===== src/rtl/memwb_pkg.sv =====
// memwb_pkg: state encoding and entry-record layout helpers for memwb_pipe.
package memwb_pkg;

  // Skid-buffer occupancy states; the encoding doubles as the occupancy count.
  typedef enum logic [1:0] {
    ST_EMPTY = 2'd0,
    ST_ONE   = 2'd1,
    ST_TWO   = 2'd2
  } state_e;

  // Control bits carried in every entry: mem_r and reg_w.
  localparam int CTRL_W = 2;

  // Width of the CP0 portion of an entry: destination address plus write enable.
  function automatic int cp0_field_w(input int addr_w);
    return addr_w + 1;
  endfunction

  // Total flattened entry width for the given datapath widths.
  function automatic int entry_w(input int data_w, input int addr_w,
                                 input int be_w, input bit cp0_en);
    return CTRL_W + be_w + addr_w + (2 * data_w) +
           (cp0_en ? cp0_field_w(addr_w) : 0);
  endfunction

endpackage


===== src/rtl/memwb_slot.sv =====
// memwb_slot: one load-enabled storage slot of the MEM/WB skid buffer.
// Contents are cleared by reset and otherwise hold until loaded.
module memwb_slot #(
  parameter int W = 8
) (
  input  logic         clk,
  input  logic         reset,
  input  logic         load,
  input  logic [W-1:0] d,
  output logic [W-1:0] q
);

  logic [W-1:0] q_r;

  // Slot register: cleared on reset, captured on load, held otherwise.
  always_ff @(negedge clk) begin
    if (reset) begin
      q_r <= {W{1'b0}};
    end else if (load) begin
      q_r <= d;
    end else begin
      q_r <= q_r;
    end
  end

  assign q = q_r;

endmodule


===== src/rtl/memwb_pipe.sv =====
// memwb_pipe: 2-entry skid buffer between the MEM and WB stages.
// Slot 0 is always the head; slot 1 holds the skid entry while WB stalls.
// Optional feature macro: MEMWB_CP0_EN (keeps CP0 address/write-enable storage).
module memwb_pipe
  import memwb_pkg::*;
#(
  parameter int DATA_W = 32,
  parameter int ADDR_W = 5,
  parameter int BE_W   = 4
) (
  input  logic              clk,
  input  logic              reset,
  input  logic              flush,
  input  logic              in_valid,
  output logic              in_ready,
  input  logic              in_mem_r,
  input  logic              in_reg_w,
  input  logic [BE_W-1:0]   in_byte_en,
  input  logic [ADDR_W-1:0] in_rd_addr,
  input  logic [DATA_W-1:0] in_mem_data,
  input  logic [DATA_W-1:0] in_ex_data,
  input  logic [ADDR_W-1:0] in_cp0_addr,
  input  logic              in_cp0_w_en,
  output logic              out_valid,
  input  logic              out_ready,
  output logic              out_mem_r,
  output logic              out_reg_w,
  output logic [BE_W-1:0]   out_byte_en,
  output logic [ADDR_W-1:0] out_rd_addr,
  output logic [DATA_W-1:0] out_mem_data,
  output logic [DATA_W-1:0] out_ex_data,
  output logic [ADDR_W-1:0] out_cp0_addr,
  output logic              out_cp0_w_en,
  output logic [DATA_W-1:0] out_wb_data,
  output logic [1:0]        occupancy
);

`ifdef MEMWB_CP0_EN
  localparam bit CP0_EN = 1'b1;
`else
  localparam bit CP0_EN = 1'b0;
`endif

  localparam int ENT_W = entry_w(DATA_W, ADDR_W, BE_W, CP0_EN);

  state_e             state_r;
  state_e             state_nxt_s;
  logic               push_s;
  logic               pop_s;
  logic               load0_s;
  logic               load1_s;
  logic               sel_skid_s;
  logic [ENT_W-1:0]   in_ent_s;
  logic [ENT_W-1:0]   slot0_d_s;
  logic [ENT_W-1:0]   slot0_q_s;
  logic [ENT_W-1:0]   slot1_q_s;

  logic               head_mem_r_s;
  logic               head_reg_w_s;
  logic [BE_W-1:0]    head_byte_en_s;
  logic [ADDR_W-1:0]  head_rd_addr_s;
  logic [DATA_W-1:0]  head_mem_data_s;
  logic [DATA_W-1:0]  head_ex_data_s;
  logic [ADDR_W-1:0]  head_cp0_addr_s;
  logic               head_cp0_w_en_s;

  // Handshake status comes from the state register only, so in_ready never
  // depends combinationally on out_ready.
  assign in_ready  = (state_r != ST_TWO);
  assign out_valid = (state_r == ST_ONE) || (state_r == ST_TWO);
  assign occupancy = state_r;
  assign push_s    = in_valid && in_ready;
  assign pop_s     = out_valid && out_ready;

`ifdef MEMWB_CP0_EN
  assign in_ent_s = {in_mem_r, in_reg_w, in_byte_en, in_rd_addr,
                     in_mem_data, in_ex_data, in_cp0_addr, in_cp0_w_en};
  assign {head_mem_r_s, head_reg_w_s, head_byte_en_s, head_rd_addr_s,
          head_mem_data_s, head_ex_data_s, head_cp0_addr_s,
          head_cp0_w_en_s} = slot0_q_s;
`else
  // CP0 inputs are not stored; fold them into a sink so they stay visible.
  logic unused_cp0_s;
  assign unused_cp0_s = ^{in_cp0_addr, in_cp0_w_en};
  assign in_ent_s = {in_mem_r, in_reg_w, in_byte_en, in_rd_addr,
                     in_mem_data, in_ex_data};
  assign {head_mem_r_s, head_reg_w_s, head_byte_en_s, head_rd_addr_s,
          head_mem_data_s, head_ex_data_s} = slot0_q_s;
  assign head_cp0_addr_s = {ADDR_W{1'b0}};
  assign head_cp0_w_en_s = 1'b0;
`endif

  // State register; reset wins over everything, including a stalled TWO.
  always_ff @(negedge clk) begin
    if (reset) begin
      state_r <= ST_EMPTY;
    end else begin
      state_r <= state_nxt_s;
    end
  end

  // Next-state and slot-load control; flush overrides push and pop.
  always_comb begin
    state_nxt_s = state_r;
    load0_s     = 1'b0;
    load1_s     = 1'b0;
    sel_skid_s  = 1'b0;
    if (flush) begin
      state_nxt_s = ST_EMPTY;
    end else begin
      case (state_r)
        ST_EMPTY: begin
          if (push_s) begin
            state_nxt_s = ST_ONE;
            load0_s     = 1'b1;
          end else begin
            state_nxt_s = ST_EMPTY;
          end
        end
        ST_ONE: begin
          if (push_s && pop_s) begin
            state_nxt_s = ST_ONE;
            load0_s     = 1'b1;
          end else if (push_s) begin
            state_nxt_s = ST_TWO;
            load1_s     = 1'b1;
          end else if (pop_s) begin
            state_nxt_s = ST_EMPTY;
          end else begin
            state_nxt_s = ST_ONE;
          end
        end
        ST_TWO: begin
          if (pop_s) begin
            state_nxt_s = ST_ONE;
            load0_s     = 1'b1;
            sel_skid_s  = 1'b1;
          end else begin
            state_nxt_s = ST_TWO;
          end
        end
        default: begin
          state_nxt_s = ST_EMPTY;
        end
      endcase
    end
  end

  // Head slot takes either the incoming entry or the promoted skid entry.
  assign slot0_d_s = sel_skid_s ? slot1_q_s : in_ent_s;

  memwb_slot #(.W(ENT_W)) u_slot0 (
    .clk   (clk),
    .reset (reset),
    .load  (load0_s),
    .d     (slot0_d_s),
    .q     (slot0_q_s)
  );

  memwb_slot #(.W(ENT_W)) u_slot1 (
    .clk   (clk),
    .reset (reset),
    .load  (load1_s),
    .d     (in_ent_s),
    .q     (slot1_q_s)
  );

  // Data fields pass straight from the head slot; write enables are gated
  // by out_valid so WB never writes from a stale slot.
  assign out_mem_r    = head_mem_r_s;
  assign out_rd_addr  = head_rd_addr_s;
  assign out_mem_data = head_mem_data_s;
  assign out_ex_data  = head_ex_data_s;
  assign out_cp0_addr = head_cp0_addr_s;
  assign out_reg_w    = out_valid & head_reg_w_s;
  assign out_cp0_w_en = out_valid & head_cp0_w_en_s;
  assign out_byte_en  = out_valid ? head_byte_en_s : {BE_W{1'b0}};
  assign out_wb_data  = head_mem_r_s ? head_mem_data_s : head_ex_data_s;

endmodule

===== config.mk =====
export PLATFORM = sky130hd
export DESIGN_NAME = memwb_pipe
export DESIGN_NICKNAME = d
export VERILOG_FILES = /design/src/rtl/memwb_pkg.sv /design/src/rtl/memwb_slot.sv /design/src/rtl/memwb_pipe.sv
export SDC_FILE = /design/constraint.sdc
export NUM_CORES = 1
export LEC_CHECK = 0
export CORE_MARGIN = 3
export CORE_UTILIZATION = 55
export CTS_BUF_LIST = sky130_fd_sc_hd__clkbuf_4 sky130_fd_sc_hd__clkbuf_8
export DETAILED_ROUTE_END_ITERATION = 10
export PLACE_DENSITY = 0.88
export RECOVER_POWER = 100
export SLEW_MARGIN = 20
export SYNTH_ARGS = -nofsm -noshare
export SYNTH_HDL_FRONTEND = slang
export SYNTH_SLANG_ARGS = --single-unit

===== constraint.sdc =====
create_clock -name clk -period 5 [get_ports clk]
set_clock_uncertainty 0.15 [all_clocks]
set_input_delay 1 -clock clk [delete_from_list [all_inputs] [get_ports clk]]
set_output_delay 1 -clock clk [all_outputs]
set_load 0.03 [all_outputs]

==> run summary, run 1 <==
root buf cell = clkbuf_8
post-DR wirelength/cell = 18.7 µm
hold depth = 2
Total Routing Usage GR = 30.7%
ys async rst share = 0%
Worst R2R Start = occupancy[1]
startpoint class of the critical path = flip-flop
Clk Latency, worst-skew pair = 490 ps
EDFF count, synth = 0
worst setup margin = -217 ps
Post-Syn Area per Cell = 8.45 µm²
Die ar. = 16400 µm²
class of the worst hold path = reg2reg
CTS Hold Bufs = 0
Synth Cell Area = 8170 µm²
Yosys top cell by area = dfxtp_1
initial antenna violation count = 1
R2R cell count = 10
final core utilization = 80.3%
Power Total = 0.00339 W
Final Hold Slack = 300 ps
RSZ-0062 raised after global routing = true
largest net degree at the start of global routing = 72
final routed DRC violation total = 0
Yosys top cell area share = 37.2%
CP required = 3850 ps
critical path class = reg2out
first-pass GRT wire length = 40100 µm
gr ovfl total = 0
clk sinks = 152
total negative slack = -11140 ps
Worst Setup End Kind = output pin
reg2reg end = u_slot1.q[29]
nets = 1344
Placer Congestion = 0.812
max-slew violations = 0
drt pass-1 iters = 7
max_cap viols = 0
clock buffer depth = 2
cell row count = 43
Die W = 128 µm
Vias/cell = 5.70
total CTS buffers = 17
largest cells by area after synthesis = dfxtp_1 (37%), nand2_1 (10%), mux2i_1 (9.2%)
Detail Route Antenna Nets = 0
Buffers on Ports = 190
synthesis-to-finish area growth = 39.6%
cell leakage power = 5.74 nW
origin of the worst min-delay path = u_slot1.q[42]
commonest non-fill, non-tap cell in the layout = nand2_1
HPWL after detailed placement = 15400 µm
Syn. warnings = 0
worst hold endpoint = u_slot1.q[42]
Synth Flop Type = dfxtp_1
post-route cell area = 11400 µm²
htree depth = 4
die height = 128 µm
number of global-route vias before repair = 8083
via count = 8238
Power Density = 297 nW/µm²
1st-iter DRT viols = 836
Distinct cells, synth = 26
worst-path fanout max = 6
layout cells sized above 1 = 19.9%
# setup viols final = 120
num ports = 203
synthesized flop and latch total = 152
Reg2Reg Setup Slack = 2690 ps
failing checks = setup timing
Core ar. = 14200 µm²
clock-pin transition on the worst setup and hold timing paths = 40 ps
CTS tree = done
Final Hold Vio Count = 0
highest-count cells in the layout ignoring fill and taps = nand2_1 (226), inv_1 (153), dfxtp_1 (148)
Initial Util = 57.5%
crit path DAT = 4070 ps
status = complete, but fails checks
Detailed Route WL = 27000 µm
cells after synthesis = 967
register area share after synthesis = 37.2%
Peak VDD IR = 0.000168 V
Cell Area, Placed = 9960 µm²
layout make-up:
class	count	area, µm²
Sequential cell	152	3050
Antenna cell	1	2.50
Timing Repair Buffer	263	2770
Fill cell	847	2800
Clock buffer	17	234
Tap cell	180	225
Inverter	4	22.5
Clock inverter	167	687
Multi-Input combinational cell	662	4410
cell usage after synthesis, types with 2 or more instances:
library cell / count
o211ai_1: 25
mux2i_1: 75
nor2b_1: 76
buf_4: 75
buf_1: 10
buf_6: 6
o211ai_2: 50
nand3_1: 75
dfxtp_1: 152
nand2_1: 226
inv_1: 5
nand3b_1: 3
clkbuf_1: 49
a22oi_1: 2
ha_1: 6
a21oi_1: 75
mux2_2: 32
and2_1: 5
buf_2: 13
logic make-up (layout without fill, tap and decap cells):
| group | after synthesis | in the layout | synth area share (%) |
|---|---|---|---|
| multiplexers | 107 | 107 | 13.6 |
| flip-flops | 152 | 152 | 37.2 |
| buffers and inverters | 158 | 451 | 11.5 |
| adder cells (fa/ha/maj) | 6 | 6 | 0.919 |
| AO/OA/AOI/OAI | 155 | 155 | 15.0 |
| AND/OR/NAND/NOR | 388 | 388 | 21.7 |
| other | 1 | 7 | 0.0459 |
per-stage QoR:
stage	worst slack (ps)	instances
2_1_floorplan	27.7	972
3_3_place_gp	-397	1237
3_5_place_dp	-464	1237
4_1_cts	-261	1432
5_1_grt	-257	1445
6_report	-217	1446
how the worst max path moves through the flow:
stage	start	endpoint	slack [ps]	cells after the start
after floorplan	in_valid	u_slot0.q[40]	30	7
after global placement	in_valid	u_slot0.q[51]	-400	7
after detailed placement	in_valid	u_slot0.q[59]	-460	7
after CTS	u_slot0.q[74]	out_wb_data[31]	-260	4
after global routing	u_slot0.q[74]	out_wb_data[2]	-260	4
final	u_slot0.q[74]	out_wb_data[31]	-220	4
sequential cells by signal, summed over array words and instances (netlist names):
name and flops:
occupancy 2, u_slot1.q 75, u_slot0.q 75
critical path, stage by stage, from the launching register on:
cell,delay (ps)
dfxtp_4,370
buf_12,130
buf_8,130
mux2_4,320
buf_6,140
what timing repair did:
action,4_1_cts,5_1_grt
cloned,2,4
gates resized for setup,318,25
pin swaps,1,5
endpoints found under the hold margin,0,0
setup endpoints to repair,111,108
setup buffers,10,11
per-layer routing:
metal	vias up	routed length, µm	track usage (%)
li1	3787	-	-
met1	3898	10500	36.9
met2	478	13100	48.4
met3	75	2390	11.1
met4	0	957	15.7
met5	-	0	0
power by group:
part,switching [W],leakage [nW],internal (W)
clock network,0.000884,0.991,0.000514
registers,0.0000524,1.24,0.00127
logic,0.000365,3.51,0.000302
total,0.00130,5.74,0.00209
Power figures use the tool's default switching activity.
==> inputs of run 2 (changes only) <==
Settings changed: PLACE_DENSITY 0.88 to 0.87.
==> run 2 against run 1 <==
Net effect: register-to-register slack worse by 260 ps; routed wire length up 8.8%; the run still ends with setup timing left; combinational power up 2%; clock power up 25%; clock-buffer cell count unchanged.
==> run summary, run 2 (same netlist as run 1, synthesis figures left out) <==
startpoint class of the critical path = flip-flop (unchanged)
# setup viols final = 117 (was 120)
crit-path cells = buf_4 > buf_12 > mux2_4 > buf_6 (was buf_12 > buf_8 > mux2_4 > buf_6)
root buf cell = clkbuf_8 (unchanged)
Critical-path top delay cell = dfxtp_4 (unchanged)
first-pass GRT wire length = 41400 µm (was 40100 µm)
failing checks = setup timing (unchanged)
total negative slack = -11930 ps (was -11140 ps)
Die ar. = 16400 µm² (unchanged)
Peak VDD IR = 0.000183 V (was 0.000168 V)
critical path's top delay family = buffers and inverters (unchanged)
1st-iter DRT viols = 1229 (was 836)
Power Density = 327 nW/µm² (was 297 nW/µm²)
via count = 8607 (was 8238)
Detail Route Antenna Nets = 0 (unchanged)
Total Routing Usage GR = 31.4% (was 30.7%)
gr ovfl total = 0 (unchanged)
final core utilization = 80.8% (was 80.3%)
commonest non-fill, non-tap cell in the layout = nand2_1 (unchanged)
max-slew violations = 0 (unchanged)
cell row count = 43 (unchanged)
worst slack, placed = -497 ps (was -464 ps)
initial antenna violation count = 1 (unchanged)
layout cells sized above 1 = 18.7% (was 19.9%)
Initial Util = 57.5% (unchanged)
status = complete, but fails checks (unchanged)
critical path class = reg2out (unchanged)
class of the worst hold path = reg2reg (unchanged)
Core ar. = 14200 µm² (unchanged)
CTS Hold Bufs = 0 (unchanged)
Final Hold Vio Count = 0 (unchanged)
largest net degree at the start of global routing = 71 (was 72)
Vias/cell = 6.00 (was 5.70)
transition time of the tightest slew-check pin = 519 ps
Worst Setup End Kind = output pin (unchanged)
total CTS buffers = 17 (unchanged)
Buffers on Ports = 190 (unchanged)
post-route cell area = 11500 µm² (was 11400 µm²)
max_cap viols = 0 (unchanged)
clock buffer depth = 2 (unchanged)
max incr delay on CP = 380 ps (was 370 ps)
HPWL after detailed placement = 15200 µm (was 15400 µm)
Die W = 128 µm (unchanged)
Clk Latency, worst-skew pair = 500 ps (was 490 ps)
synthesis-to-finish area growth = 40.5% (was 39.6%)
drt pass-1 iters = 7 (unchanged)
Power Total = 0.00376 W (was 0.00339 W)
Slew headroom = 65.4%
crit path DAT = 4080 ps (was 4070 ps)
highest-count cells in the layout ignoring fill and taps = nand2_1 (225), inv_1 (153), dfxtp_1 (150) (was nand2_1 (226), inv_1 (153), dfxtp_1 (148))
number of global-route vias before repair = 8377 (was 8083)
cell leakage power = 5.78 nW (was 5.74 nW)
worst-path fanout max = 8 (was 6)
worst setup margin = -230 ps (was -217 ps)
Detailed Route WL = 29400 µm (was 27000 µm)
htree depth = 4 (unchanged)
final routed DRC violation total = 0 (unchanged)
num ports = 203 (unchanged)
RSZ-0062 raised after global routing = true (unchanged)
clock-pin transition on the worst setup and hold timing paths = 40 ps (about the same)
clk sinks = 152 (unchanged)
CP required = 3850 ps (about the same)
Cell Area, Placed = 9900 µm² (was 9960 µm²)
Placer Congestion = 0.794 (was 0.812)
number of buffers and inverters on the critical path = 3 (unchanged)
die height = 128 µm (unchanged)
post-DR wirelength/cell = 20.5 µm (was 18.7 µm)
CTS tree = done (unchanged)
nets = 1334 (was 1344)
run 2: cell count changes in the layout (fill, tap and decap cells not counted), sizes merged:
cell           delta
buf              -13
inv               -9
bufinv            +7
clkdlybuf4s15     -4
dlygate4sd2       +4
clkbuf            +3
clkinvlp          +3
clkdlybuf4s50     -2
clkinv            -2
dlymetal6s2s      +2
run 2: worst paths after layout:
kind / from / end / slack (ps) / cells after the start
worst min-delay path: u_slot1.q[38] / u_slot1.q[38] / 300 / 2
worst max register to register: occupancy[0] / u_slot1.q[63] / 2430 / 10
worst max-delay path: u_slot0.q[74] / out_wb_data[8] / -230 / 4
worst min register to register: u_slot1.q[38] / u_slot1.q[38] / 300 / 2
run 2: metrics by stage:
stage          instances  hold slack, ps
5_1_grt             1435             316
4_1_cts             1416             300
6_report            1435             299
2_1_floorplan        972             286
3_3_place_gp        1226             291
3_5_place_dp        1226             296
run 2: final cells by class:
cell class / instances / area (µm²)
multi-input cells: 662 / 4390
flip-flops and latches: 152 / 3050
repair buffers: 253 / 2730
fillers: 790 / 2720
clock inverters: 166 / 821
clock buffers: 17 / 234
well taps: 180 / 225
inverters: 4 / 22.5
diodes: 1 / 2.50
run 2: timing repair:
item	in CTS	in global routing
resized for setup	304	37
buffers inserted	7	13
gates cloned	1	7
pin swaps	2	4
endpoints found under the setup margin	146	143
endpoints found under the hold margin	0	0
run 2: power breakdown:
part | total [W] | switching [W] | internal, W
logic | 0.000681 | 0.000379 | 0.000302
clock network | 0.00175 | 0.000901 | 0.000847
registers | 0.00133 | 0.0000539 | 0.00127
run 2: worst reg2reg max path: stages, from the launching register on:
cell and delay, ps:
dfxtp_1 400, inv_4 70, ha_4 190, buf_4 150
nor2b_4 120, buf_4 110, ha_1 170, and3b_1 240
clkbuf_4 480, nand2_1 150, a21oi_1 250
run 2: per-layer routing:
metal,share of wire (%),up-vias,global-route usage (%)
li1,-,3760,-
met1,36,3982,37.3
met4,5.6,0,17.8
met2,47,690,50.2
met5,0,-,0
met3,11,175,9.92
==> inputs of run 3 (changes only) <==
Settings changed: CORE_ASPECT_RATIO from default to 0.7.
==> run 3 against run 2 <==
Net effect: via count is 6.8% lower; final area is 2.5% lower; cell count is 0.21% higher; combinational power is 6.9% lower; non-clock buffer count is 8 lower; routed wire length is 15% lower; clock power is 21% lower; power is 11% lower; the flow still finishes with violations (setup timing); critical path type unchanged; highest routed layer unchanged.
==> run summary, run 3 (same netlist as run 1, synthesis figures left out) <==
max_cap viols = 0 (unchanged)
CTS tree = done (unchanged)
# setup viols final = 131 (was 117)
Core ar. = 14200 µm² (about the same)
worst setup margin = -181 ps (was -230 ps)
Comb power frac = 18.9% (was 18.1%)
critical path class = reg2out (unchanged)
worst slack, placed = -538 ps (was -497 ps)
Die ar. = 16400 µm² (about the same)
via count = 8023 (was 8607)
total CTS buffers = 17 (unchanged)
Critical Path Sink = out_wb_data[31] (was out_wb_data[8])
HPWL after detailed placement = 14100 µm (was 15200 µm)
Buffers on Ports = 190 (unchanged)
clk sinks = 152 (unchanged)
highest-count cells in the layout ignoring fill and taps = nand2_1 (225), inv_1 (154), dfxtp_1 (149) (was nand2_1 (225), inv_1 (153), dfxtp_1 (150))
drt pass-1 iters = 7 (unchanged)
failing checks = setup timing (unchanged)
Critical-path top delay cell = dfxtp_4 (unchanged)
number of global-route vias before repair = 7999 (was 8377)
reg2reg end = u_slot1.q[66] (was u_slot1.q[63])
Placer Congestion = 0.796 (was 0.794)
CTS Hold Bufs = 0 (unchanged)
startpoint class of the critical path = flip-flop (unchanged)
max incr delay on CP = 370 ps (was 380 ps)
first-pass GRT wire length = 37900 µm (was 41400 µm)
Cell Area, Placed = 9880 µm² (was 9900 µm²)
Peak VDD IR = 0.000174 V (was 0.000183 V)
Slew headroom = 57.2% (was 65.4%)
Initial Util = 57.4% (was 57.5%)
Die W = 152 µm (was 128 µm)
commonest non-fill, non-tap cell in the layout = nand2_1 (unchanged)
crit-path cells = buf_12 > buf_8 > mux2_4 > buf_6 (was buf_4 > buf_12 > mux2_4 > buf_6)
Seq pwr share = 39.4% (was 35.3%)
Detailed Route WL = 25000 µm (was 29400 µm)
clock-pin transition on the worst setup and hold timing paths = 40 ps (about the same)
worst-path fanout max = 4 (was 8)
CP required = 3850 ps (about the same)
clock buffer depth = 2 (unchanged)
transition time of the tightest slew-check pin = 641 ps (was 519 ps)
part of the power in the clock network = 41.7% (was 46.6%)
Clk Latency, worst-skew pair = 480 ps (was 500 ps)
Worst path depth = 4 (unchanged)
Power Density = 299 nW/µm² (was 327 nW/µm²)
Final Hold Vio Count = 0 (unchanged)
cell row count = 36 (was 43)
Worst Setup End Kind = output pin (unchanged)
class of the worst hold path = reg2reg (unchanged)
die height = 108 µm (was 128 µm)
post-route cell area = 11200 µm² (was 11500 µm²)
max-slew violations = 0 (unchanged)
Vias/cell = 5.58 (was 6.00)
cell leakage power = 5.67 nW (was 5.78 nW)
htree depth = 4 (unchanged)
number of buffers and inverters on the critical path = 3 (unchanged)
initial antenna violation count = 1 (unchanged)
Psw = 0.00127 W (was 0.00133 W)
critical path's top delay family = buffers and inverters (unchanged)
Layout fillers = 933 (was 790)
gr ovfl total = 0 (unchanged)
Reg2Reg Setup Slack = 2450 ps (was 2430 ps)
largest net degree at the start of global routing = 78 (was 71)
Detail Route Antenna Nets = 0 (unchanged)
RSZ-0062 raised after global routing = true (unchanged)
layout cells sized above 1 = 18.1% (was 18.7%)
post-DR wirelength/cell = 17.4 µm (was 20.5 µm)
Total Routing Usage GR = 28.9% (was 31.4%)
Worst R2R Start = occupancy[1] (was occupancy[0])
num ports = 203 (unchanged)
R2R cell count = 10 (unchanged)
root buf cell = clkbuf_8 (unchanged)
nets = 1326 (was 1334)
1st-iter DRT viols = 547 (was 1229)
Power Total = 0.00335 W (was 0.00376 W)
status = complete, but fails checks (unchanged)
critical path startpoint = u_slot0.q[74] (unchanged)
crit path DAT = 4030 ps (was 4080 ps)
final routed DRC violation total = 0 (unchanged)
synthesis-to-finish area growth = 37.0% (was 40.5%)
Internal = 0.00207 W (was 0.00242 W)
Sw Ratio = 38.1% (was 35.5%)
-- run 3: worst min-delay path by stage --
stage               slack (ps)          start  cells past startpoint             to
floorplan                  290   u_slot1.q[0]                      2   u_slot1.q[0]
CTS                        300  u_slot1.q[63]                      2  u_slot1.q[63]
detailed placement         300  u_slot1.q[52]                      2  u_slot1.q[52]
finish                     300  u_slot1.q[29]                      2  u_slot1.q[29]
global route               320  u_slot1.q[73]                      2  u_slot1.q[73]
global placement           290  u_slot1.q[11]                      2  u_slot1.q[11]
-- run 3: metrics by stage --
stage / hold slack, ps / std cells / setup TNS [ps] / util, %
after floorplan: 286 / 972 / 0 / -
after global placement: 290 / 1233 / -62720 / 69.4
after detailed placement: 296 / 1233 / -67750 / 69.4
after CTS: 301 / 1428 / -7400 / 78.0
after global routing: 315 / 1438 / -9730 / 78.6
final: 299 / 1438 / -8030 / 78.6
-- run 3: power groups by stage --
| stage | clock network [W] | logic, W | registers, W |
|---|---|---|---|
| 4_1_cts | 0.00141 | 0.000629 | 0.00132 |
| 3_3_place_gp | 0.000185 | 0.000598 | 0.00133 |
| 6_report | 0.00139 | 0.000634 | 0.00132 |
| 2_1_floorplan | 0.000185 | 0.000411 | 0.00132 |
| 3_5_place_dp | 0.000185 | 0.000607 | 0.00133 |
| 5_1_grt | 0.00156 | 0.000669 | 0.00132 |
-- run 3: area by class of cell --
type                            instances  area (µm²)  share of cell area [%]
Timing Repair Buffer                  245        2570                    23.0
Antenna cell                            1        2.50                  0.0224
Clock inverter                        167         694                    6.21
Multi-Input combinational cell        662        4380                    39.1
Clock buffer                           17         234                    2.09
Inverter                                4        17.5                   0.157
Sequential cell                       152        3050                    27.3
Tap cell                              190         238                    2.12
-- run 3: repair_timing --
item	CTS	global route
setup endpoints to repair	132	186
buffers inserted	10	10
pin swaps	2	3
hold endpoints to repair	0	0
resized for setup	344	23
cloned	2	2
-- run 3: metal layers --
metal  vias to the layer above  track usage (%)  share of wire [%]
li1                       3746                -                  -
met1                      3836             36.7                 42
met2                       407             44.7                 48
met3                        34             10.5                9.0
met4                         0             12.0                1.1
met5                         -                0                  0
-- run 3: worst register-to-register path: cells and delay by family, from the launching register on --
kind,cells,cell delay (ps)
buffers and inverters,4,800
adders and majority gates,2,530
and+or+nand+nor,3,440
DFF,1,370
AOI/OAI and AO/OA,1,180
